--- src/rtl/vga_draw_pkg.sv ---
// Shared types and helpers for the VGA drawing engines.
//
// Contents:
//   draw_state_e  - engine FSM states (idle, drawing, done pulse)
//   rect_cmd_t    - one rectangle command (two corners, colour, outline flag)
//   clip_coord()  - clamp a coordinate to an inclusive upper limit
//
// Display geometry macros default to 640x480 when the build does not supply them.

`ifndef H_DISPLAY
`define H_DISPLAY 640
`endif
`ifndef V_DISPLAY
`define V_DISPLAY 480
`endif
`ifndef H_SIZE
`define H_SIZE 10
`endif
`ifndef V_SIZE
`define V_SIZE 9
`endif

package vga_draw_pkg;

    // Widest colour the command struct can carry; narrower colours are zero-extended.
    localparam int unsigned MaxRgbW = 24;

    typedef enum logic [1:0] {
        StIdle,
        StDraw,
        StDone
    } draw_state_e;

    typedef struct packed {
        logic [`H_SIZE-1:0] x0;
        logic [`H_SIZE-1:0] x1;
        logic [`V_SIZE-1:0] y0;
        logic [`V_SIZE-1:0] y1;
        logic [MaxRgbW-1:0] colour;
        logic               outline;
    } rect_cmd_t;

    function automatic int unsigned clip_coord(input int unsigned v, input int unsigned lim);
        return (v > lim) ? lim : v;
    endfunction

endpackage

--- src/rtl/vga_rect_fill_if.sv ---
// Command and frame-buffer source bus of the rectangle fill engine.
//
// Signals:
//   cmd_valid/cmd_ready             command handshake
//   cmd_x0/x1, cmd_y0/y1, cmd_color rectangle corners (any order) and fill colour
//   cmd_outline                     border-only drawing (VGA_RECT_OUTLINE_EN builds only)
//   done, busy                      engine status
//   src_write/src_rdy               pixel write handshake to the frame buffer
//   src_x, src_y, src_writedata     pixel address and data
// Modports: master = drawing engine, slave = command source / frame buffer side.
// Optional macro: VGA_RECT_OUTLINE_EN.

interface vga_rect_fill_if #(
    parameter int unsigned RGB_SIZE = 12,
    parameter int unsigned SRAM_DW  = 16
);
    logic                cmd_valid;
    logic                cmd_ready;
    logic [`H_SIZE-1:0]  cmd_x0;
    logic [`H_SIZE-1:0]  cmd_x1;
    logic [`V_SIZE-1:0]  cmd_y0;
    logic [`V_SIZE-1:0]  cmd_y1;
    logic [RGB_SIZE-1:0] cmd_color;
`ifdef VGA_RECT_OUTLINE_EN
    logic                cmd_outline;
`endif
    logic                done;
    logic                busy;
    logic                src_write;
    logic [`H_SIZE-1:0]  src_x;
    logic [`V_SIZE-1:0]  src_y;
    logic [SRAM_DW-1:0]  src_writedata;
    logic                src_rdy;

    modport master (
        input  cmd_valid, cmd_x0, cmd_x1, cmd_y0, cmd_y1, cmd_color,
`ifdef VGA_RECT_OUTLINE_EN
        input  cmd_outline,
`endif
        input  src_rdy,
        output cmd_ready, done, busy, src_write, src_x, src_y, src_writedata
    );

    modport slave (
        output cmd_valid, cmd_x0, cmd_x1, cmd_y0, cmd_y1, cmd_color,
`ifdef VGA_RECT_OUTLINE_EN
        output cmd_outline,
`endif
        output src_rdy,
        input  cmd_ready, done, busy, src_write, src_x, src_y, src_writedata
    );
endinterface

--- src/rtl/vga_rect_walker.sv ---
// Raster-order coordinate walker for the rectangle fill engine.
//
// Ports:
//   sys_clk, sys_rst     clock, synchronous active-high reset
//   load                 capture bounds, start at (xl, yt)
//   xl, xr, yt, yb       already ordered and clipped bounds
//   outline              middle rows visit only xl and xr
//   advance              current pixel accepted, step to the next one
//   x, y                 current pixel
//   last                 current pixel is the final one of the rectangle

module vga_rect_walker #(
    parameter int unsigned HW = 10,
    parameter int unsigned VW = 9
) (
    input  logic          sys_clk,
    input  logic          sys_rst,
    input  logic          load,
    input  logic [HW-1:0] xl,
    input  logic [HW-1:0] xr,
    input  logic [VW-1:0] yt,
    input  logic [VW-1:0] yb,
    input  logic          outline,
    input  logic          advance,
    output logic [HW-1:0] x,
    output logic [VW-1:0] y,
    output logic          last
);
    logic [HW-1:0] x_q, x_d, xl_q, xr_q;
    logic [VW-1:0] y_q, y_d, yt_q, yb_q;
    logic          outline_q;
    logic          middle_row;

    always_ff @(posedge sys_clk) begin
        if (sys_rst) begin
            x_q       <= '0;
            y_q       <= '0;
            xl_q      <= '0;
            xr_q      <= '0;
            yt_q      <= '0;
            yb_q      <= '0;
            outline_q <= 1'b0;
        end else begin
            x_q <= x_d;
            y_q <= y_d;
            if (load) begin
                xl_q      <= xl;
                xr_q      <= xr;
                yt_q      <= yt;
                yb_q      <= yb;
                outline_q <= outline;
            end
        end
    end

    // Equality compares only: the walker stops at the bounds and never wraps.
    always_comb begin
        x_d        = x_q;
        y_d        = y_q;
        middle_row = outline_q && (y_q != yt_q) && (y_q != yb_q);
        if (load) begin
            x_d = xl;
            y_d = yt;
        end else if (advance) begin
            if (x_q != xr_q) begin
                // Outline middle rows skip the interior.
                x_d = (middle_row && (x_q == xl_q)) ? xr_q : x_q + HW'(1);
            end else if (y_q != yb_q) begin
                x_d = xl_q;
                y_d = y_q + VW'(1);
            end
        end
    end

    assign x    = x_q;
    assign y    = y_q;
    assign last = (x_q == xr_q) && (y_q == yb_q);
endmodule

--- src/rtl/vga_rect_fill.sv ---
// Rectangle fill engine: accepts one rectangle command and writes its pixels to the
// frame buffer source port in raster order, one pixel per accepted beat.
//
// Ports:
//   sys_clk   system clock
//   sys_rst   synchronous active-high reset
//   bus       vga_rect_fill_if.master (command handshake, status, src_* write port)
// Parameters: RGB_SIZE (colour width), SRAM_DW (write data width, >= RGB_SIZE),
//             H_MAX/V_MAX (visible size; coordinates clip to H_MAX-1/V_MAX-1).
// Optional macro: VGA_RECT_OUTLINE_EN adds cmd_outline (border-only drawing).

module vga_rect_fill
    import vga_draw_pkg::*;
#(
    parameter int unsigned RGB_SIZE = 12,
    parameter int unsigned SRAM_DW  = 16,
    parameter int unsigned H_MAX    = `H_DISPLAY,
    parameter int unsigned V_MAX    = `V_DISPLAY
) (
    input logic             sys_clk,
    input logic             sys_rst,
    vga_rect_fill_if.master bus
);
    localparam int unsigned HW = `H_SIZE;
    localparam int unsigned VW = `V_SIZE;

    draw_state_e        state_q, state_d;
    rect_cmd_t          cmd;
    logic [SRAM_DW-1:0] wdata_q;
    logic [HW-1:0]      xl_raw, xr_raw, xl_c, xr_c, walk_x;
    logic [VW-1:0]      yt_raw, yb_raw, yt_c, yb_c, walk_y;
    logic               load, advance, last;
    logic               cmd_ready, src_write, done;

    always_comb begin
        cmd        = '0;
        cmd.x0     = bus.cmd_x0;
        cmd.x1     = bus.cmd_x1;
        cmd.y0     = bus.cmd_y0;
        cmd.y1     = bus.cmd_y1;
        cmd.colour = MaxRgbW'(bus.cmd_color[RGB_SIZE-1:0]);
`ifdef VGA_RECT_OUTLINE_EN
        cmd.outline = bus.cmd_outline;
`else
        cmd.outline = 1'b0;
`endif
    end

    // Order the corners, then clip to the visible area.
    always_comb begin
        xl_raw = (cmd.x0 < cmd.x1) ? cmd.x0 : cmd.x1;
        xr_raw = (cmd.x0 < cmd.x1) ? cmd.x1 : cmd.x0;
        yt_raw = (cmd.y0 < cmd.y1) ? cmd.y0 : cmd.y1;
        yb_raw = (cmd.y0 < cmd.y1) ? cmd.y1 : cmd.y0;
        xl_c   = HW'(clip_coord(32'(xl_raw), H_MAX - 1));
        xr_c   = HW'(clip_coord(32'(xr_raw), H_MAX - 1));
        yt_c   = VW'(clip_coord(32'(yt_raw), V_MAX - 1));
        yb_c   = VW'(clip_coord(32'(yb_raw), V_MAX - 1));
    end

    always_ff @(posedge sys_clk) begin
        if (sys_rst) begin
            state_q <= StIdle;
            wdata_q <= '0;
        end else begin
            state_q <= state_d;
            if (load) begin
                // Upper colour bits are zero, so this is the zero-extended colour.
                wdata_q <= SRAM_DW'(cmd.colour);
            end
        end
    end

    always_comb begin
        state_d   = state_q;
        load      = 1'b0;
        advance   = 1'b0;
        cmd_ready = 1'b0;
        src_write = 1'b0;
        done      = 1'b0;
        unique case (state_q)
            StIdle: begin
                cmd_ready = 1'b1;
                if (bus.cmd_valid) begin
                    load    = 1'b1;
                    state_d = StDraw;
                end
            end
            StDraw: begin
                src_write = 1'b1;
                if (bus.src_rdy) begin
                    if (last) begin
                        state_d = StDone;
                    end else begin
                        advance = 1'b1;
                    end
                end
            end
            StDone: begin
                done    = 1'b1;
                state_d = StIdle;
            end
            default: state_d = StIdle;
        endcase
    end

    vga_rect_walker #(
        .HW(HW),
        .VW(VW)
    ) u_walker (
        .sys_clk (sys_clk),
        .sys_rst (sys_rst),
        .load    (load),
        .xl      (xl_c),
        .xr      (xr_c),
        .yt      (yt_c),
        .yb      (yb_c),
        .outline (cmd.outline),
        .advance (advance),
        .x       (walk_x),
        .y       (walk_y),
        .last    (last)
    );

    assign bus.cmd_ready     = cmd_ready;
    assign bus.busy          = (state_q != StIdle);
    assign bus.done          = done;
    assign bus.src_write     = src_write;
    assign bus.src_x         = walk_x;
    assign bus.src_y         = walk_y;
    assign bus.src_writedata = wdata_q;
endmodule

--- src/flat_wrapper.sv ---
// flat-port wrapper written by rule: the top's interface ports become plain ports
module vga_rect_fill_flat import vga_draw_pkg::*;
#(
    parameter int unsigned RGB_SIZE = 12,
    parameter int unsigned SRAM_DW  = 16,
    parameter int unsigned H_MAX    = `H_DISPLAY,
    parameter int unsigned V_MAX    = `V_DISPLAY
)
  (sys_clk, sys_rst, bus_cmd_valid, bus_cmd_x0, bus_cmd_x1, bus_cmd_y0, bus_cmd_y1, bus_cmd_color, bus_src_rdy, bus_cmd_ready, bus_done, bus_busy, bus_src_write, bus_src_x, bus_src_y, bus_src_writedata);
  vga_rect_fill_if #(.RGB_SIZE(RGB_SIZE), .SRAM_DW(SRAM_DW)) bus_i ();
  input logic sys_clk;
  input logic sys_rst;
  input wire logic [$bits(bus_i.cmd_valid)-1:0] bus_cmd_valid;
  input wire logic [$bits(bus_i.cmd_x0)-1:0] bus_cmd_x0;
  input wire logic [$bits(bus_i.cmd_x1)-1:0] bus_cmd_x1;
  input wire logic [$bits(bus_i.cmd_y0)-1:0] bus_cmd_y0;
  input wire logic [$bits(bus_i.cmd_y1)-1:0] bus_cmd_y1;
  input wire logic [$bits(bus_i.cmd_color)-1:0] bus_cmd_color;
  input wire logic [$bits(bus_i.src_rdy)-1:0] bus_src_rdy;
  output wire logic [$bits(bus_i.cmd_ready)-1:0] bus_cmd_ready;
  output wire logic [$bits(bus_i.done)-1:0] bus_done;
  output wire logic [$bits(bus_i.busy)-1:0] bus_busy;
  output wire logic [$bits(bus_i.src_write)-1:0] bus_src_write;
  output wire logic [$bits(bus_i.src_x)-1:0] bus_src_x;
  output wire logic [$bits(bus_i.src_y)-1:0] bus_src_y;
  output wire logic [$bits(bus_i.src_writedata)-1:0] bus_src_writedata;
  assign bus_i.cmd_valid = bus_cmd_valid;
  assign bus_i.cmd_x0 = bus_cmd_x0;
  assign bus_i.cmd_x1 = bus_cmd_x1;
  assign bus_i.cmd_y0 = bus_cmd_y0;
  assign bus_i.cmd_y1 = bus_cmd_y1;
  assign bus_i.cmd_color = bus_cmd_color;
  assign bus_i.src_rdy = bus_src_rdy;
  assign bus_cmd_ready = bus_i.cmd_ready;
  assign bus_done = bus_i.done;
  assign bus_busy = bus_i.busy;
  assign bus_src_write = bus_i.src_write;
  assign bus_src_x = bus_i.src_x;
  assign bus_src_y = bus_i.src_y;
  assign bus_src_writedata = bus_i.src_writedata;
  vga_rect_fill #(.RGB_SIZE(RGB_SIZE), .SRAM_DW(SRAM_DW), .H_MAX(H_MAX), .V_MAX(V_MAX)) u_core (.sys_clk(sys_clk), .sys_rst(sys_rst), .bus(bus_i));
endmodule
--- config.mk ---
export PLATFORM = sky130hd
export DESIGN_NAME = vga_rect_fill_flat
export DESIGN_NICKNAME = d
export VERILOG_FILES = /design/src/rtl/vga_draw_pkg.sv /design/src/rtl/vga_rect_fill_if.sv /design/src/rtl/vga_rect_walker.sv /design/src/rtl/vga_rect_fill.sv /design/src/flat_wrapper.sv
export SDC_FILE = /design/constraint.sdc
export NUM_CORES = 1
export LEC_CHECK = 0
export BUFFER_PORTS_ARGS = -buffer_cell sky130_fd_sc_hd__buf_2
export CORE_UTILIZATION = 37
export DETAILED_ROUTE_END_ITERATION = 12
export MAX_ROUTING_LAYER = met4
export PLACE_DENSITY = 0.56
export SYNTH_ARGS = -nofsm -noshare
export SYNTH_HDL_FRONTEND = slang
export SYNTH_SLANG_ARGS = --single-unit
--- constraint.sdc ---
create_clock -name sys_clk -period 2.7 [get_ports sys_clk]
set_input_delay 0.54 -clock sys_clk [delete_from_list [all_inputs] [get_ports sys_clk]]
set_output_delay 0.54 -clock sys_clk [all_outputs]
set_load 0.05 [all_outputs]
==> impl_metrics.toml <==
[job]
cap_violations = 0

[routing]
wl_per_cell_um = 14.9
dr.first_iter.drc_count = 168
drc = 0
postRouteWirelength_mm = 10.8
drt_pass1_iterations = 5
via_per_inst = 5.29
num_vias = 3852
ant_nets = 0

[sta]
fin_hold_ws_ps = 436
worst_pin_slew_ps = 861
clock.fmax_ghz = 0.412
period_share_pct = 89.8
fin_worst_skew_ps = 6.81
drv_slew = 0
fin_crit_ps = 2420
slew-limit-headroom_pct = 42.4
rsz0062_at_grt = "no"
final_hold_viol_count = 0
setup_ws_ps = 275
setup_viol = 0

[grt]
grt_antenna_before_repair = 0
grt_pass1_vias = 3854
grt.total_usage_pct = 21.3
grt_pass1_wl_mm = 18.3
grt_overflow = 0
grt_max_degree = 37

[worst_setup_path]
critPathKind = "in2reg"
worstSetupEndpointType = "flip-flop"
r2r_slack_ps = 420
critPathMaxFanout = 10
reg2reg_depth = 7
worstSetupStartpointType = "input port"
required_ps = 2930
arrival_ps = 2660

[finish]
nFillCells = 1066
nets = 662
regArea_um2 = 1240
final_util_pct = 47.0
multi_input_comb_area_um2 = 2480
finalInstanceArea_um2 = 4860
syn2layout_area_growth_pct = 23.2
diodes = 0
drive_above_1_share_pct = 26.4

[placed_design]
placed_area_um2 = 4660
place_ws_ps = -78.8
io_buffers = 88
dp_hpwl_mm = 8.33
gp_congestion = 0.848

[yosys]
async_reset_ff_share_pct = 0
synthFlopType = "dfxtp_1"
postSynthCellCount = 488
yosys_warnings = 0
synth_fa_ha_area_share_pct = 6.03
synth_cell_types = 61
synth_edf_count = 0
synth_top_family_by_area = "simple AND/OR/NAND/NOR gates"
synth_compound_gate_area_share_pct = 21.0
yosysTopAreaCellShare_pct = 31.5
synthMuxAreaShare_pct = 4.70
yosysMostFrequentCell = "dfxtp_1"
ys_seq_area_share_pct = 31.5
synth-simple-area-share_pct = 24.7
syn_area_per_cell_um2 = 8.08
netlist_area_um2 = 3940
synth_common_cells = "62 x dfxtp_1, 57 x nand2_1, 52 x nor2_1"
ys_top_cells_by_area = "dfxtp_1 31%, ha_1 6.0%, nand2_1 5.4%"
synth-seq-cells = 62
synth_area_leader_cell = "dfxtp_1"
synth_xor_area_share_pct = 6.00

[clock_network]
cts_sinks = 62
cts_setup_buffers = 0
cts_max_level = 3
clock_latency_ps = 340
cts_buffers = 9
clockBufferDepth = 2
path_clk_slew_ps = 60
tritoncts = "done"
clockRootBuffer = "clkbuf_8"

[status]
outcome = "complete, no violations"

[min_path]
hold_class = "in2reg"
min_path_cells = 3

[power]
p_leak_nw = 2.11
power_w = 0.00268
vdd_ir_drop_max_v = 0.000190
power_density_nw_per_um2 = 551

[floorplan]
fp.dieArea_um2 = 11100
die_y_um = 105
core_area_um2 = 10300
num_rows = 37
die_w_um = 105
start_util_pct = 38.2
ios = 93
## worst max-delay path: stages
cell	delay (ps)
buf_2	110
inv_1	50
ha_1	300
a21o_1	170
a21o_1	170
a221oi_1	420
o21a_1	360
buf_4	230
nor3_1	80
a2111oi_2	230
## timing repair
action                                  in CTS  in global routing
endpoints found under the hold margin        0                  0
gates resized for setup                      0                  1
endpoints found under the setup margin       0                  5
hold buffers                                 0                  0
## layout make-up
cell class                      count  share of cell area [%]
Timing Repair Buffer              118                    14.2
Multi-Input combinational cell    376                    51.1
Tap cell                          136                    3.50
Clock buffer                       14                    3.97
Inverter                           22                    1.70
Sequential cell                    62                    25.6
## flip-flops by register name, summed over array words and instances, names as in the netlist
name,count
u_core.u_walker.xl_q,10
u_core.u_walker.yb_q,9
u_core.u_walker.xr_q,10
u_core.state_q,2
u_core.u_walker.x,10
u_core.u_walker.y,9
u_core.bus.src_writedata,12
## kinds of logic (layout without fill, tap and decap cells)
logic type               Yosys count  in the layout
AND/OR/NAND/NOR                  198            198
buffers and inverters             53            154
adder cells (fa/ha/maj)           19             19
AO/OA/AOI/OAI                    110            110
XOR/XNOR                          27             27
other                              1              4
flip-flops                        62             62
multiplexers                      18             18
## metrics by stage
step	setup TNS, ps	std cells
after floorplan	0	491
after global placement	0	714
after detailed placement	-217	714
after CTS	0	728
after global routing	0	728
final	0	728
## routing by layer
layer  vias to the layer above  part of all wire (%)  track usage (%)
met3                        12                   4.0             3.40
li1                       1962                     -                -
met5                         -                     0                -
met2                       102                    50             36.3
met4                         0                   1.4             7.04
met1                      1776                    45             25.4
## worst paths after layout
| kind | start | endpoint |
|---|---|---|
| max | bus_cmd_y1[6] | u_core.u_walker.y[0] |
| min | bus_cmd_color[7] | u_core.bus.src_writedata[7] |
| max reg2reg | u_core.u_walker.y[0] | u_core.u_walker.y[0] |
| min reg2reg | u_core.bus.src_writedata[1] | u_core.bus.src_writedata[1] |
## placed cells by master (no fill, tap or decap), types with 14 or more instances in the layout
cell / Yosys / final
mux2i_1: 14 / 14
buf_2: 4 / 88
inv_1: 22 / 22
a21oi_1: 26 / 26
dfxtp_1: 62 / 62
clkbuf_8: 0 / 14
ha_1: 19 / 19
nor3_1: 38 / 38
nor2_1: 52 / 52
nand2_1: 57 / 57
buf_4: 5 / 28
xnor2_1: 17 / 17
## power breakdown
group	switching (W)	internal, W
sequential	0.0000603	0.000996
combinational	0.000529	0.000300
clock	0.000341	0.000449
No activity file was read; power rests on OpenSTA's default activity.
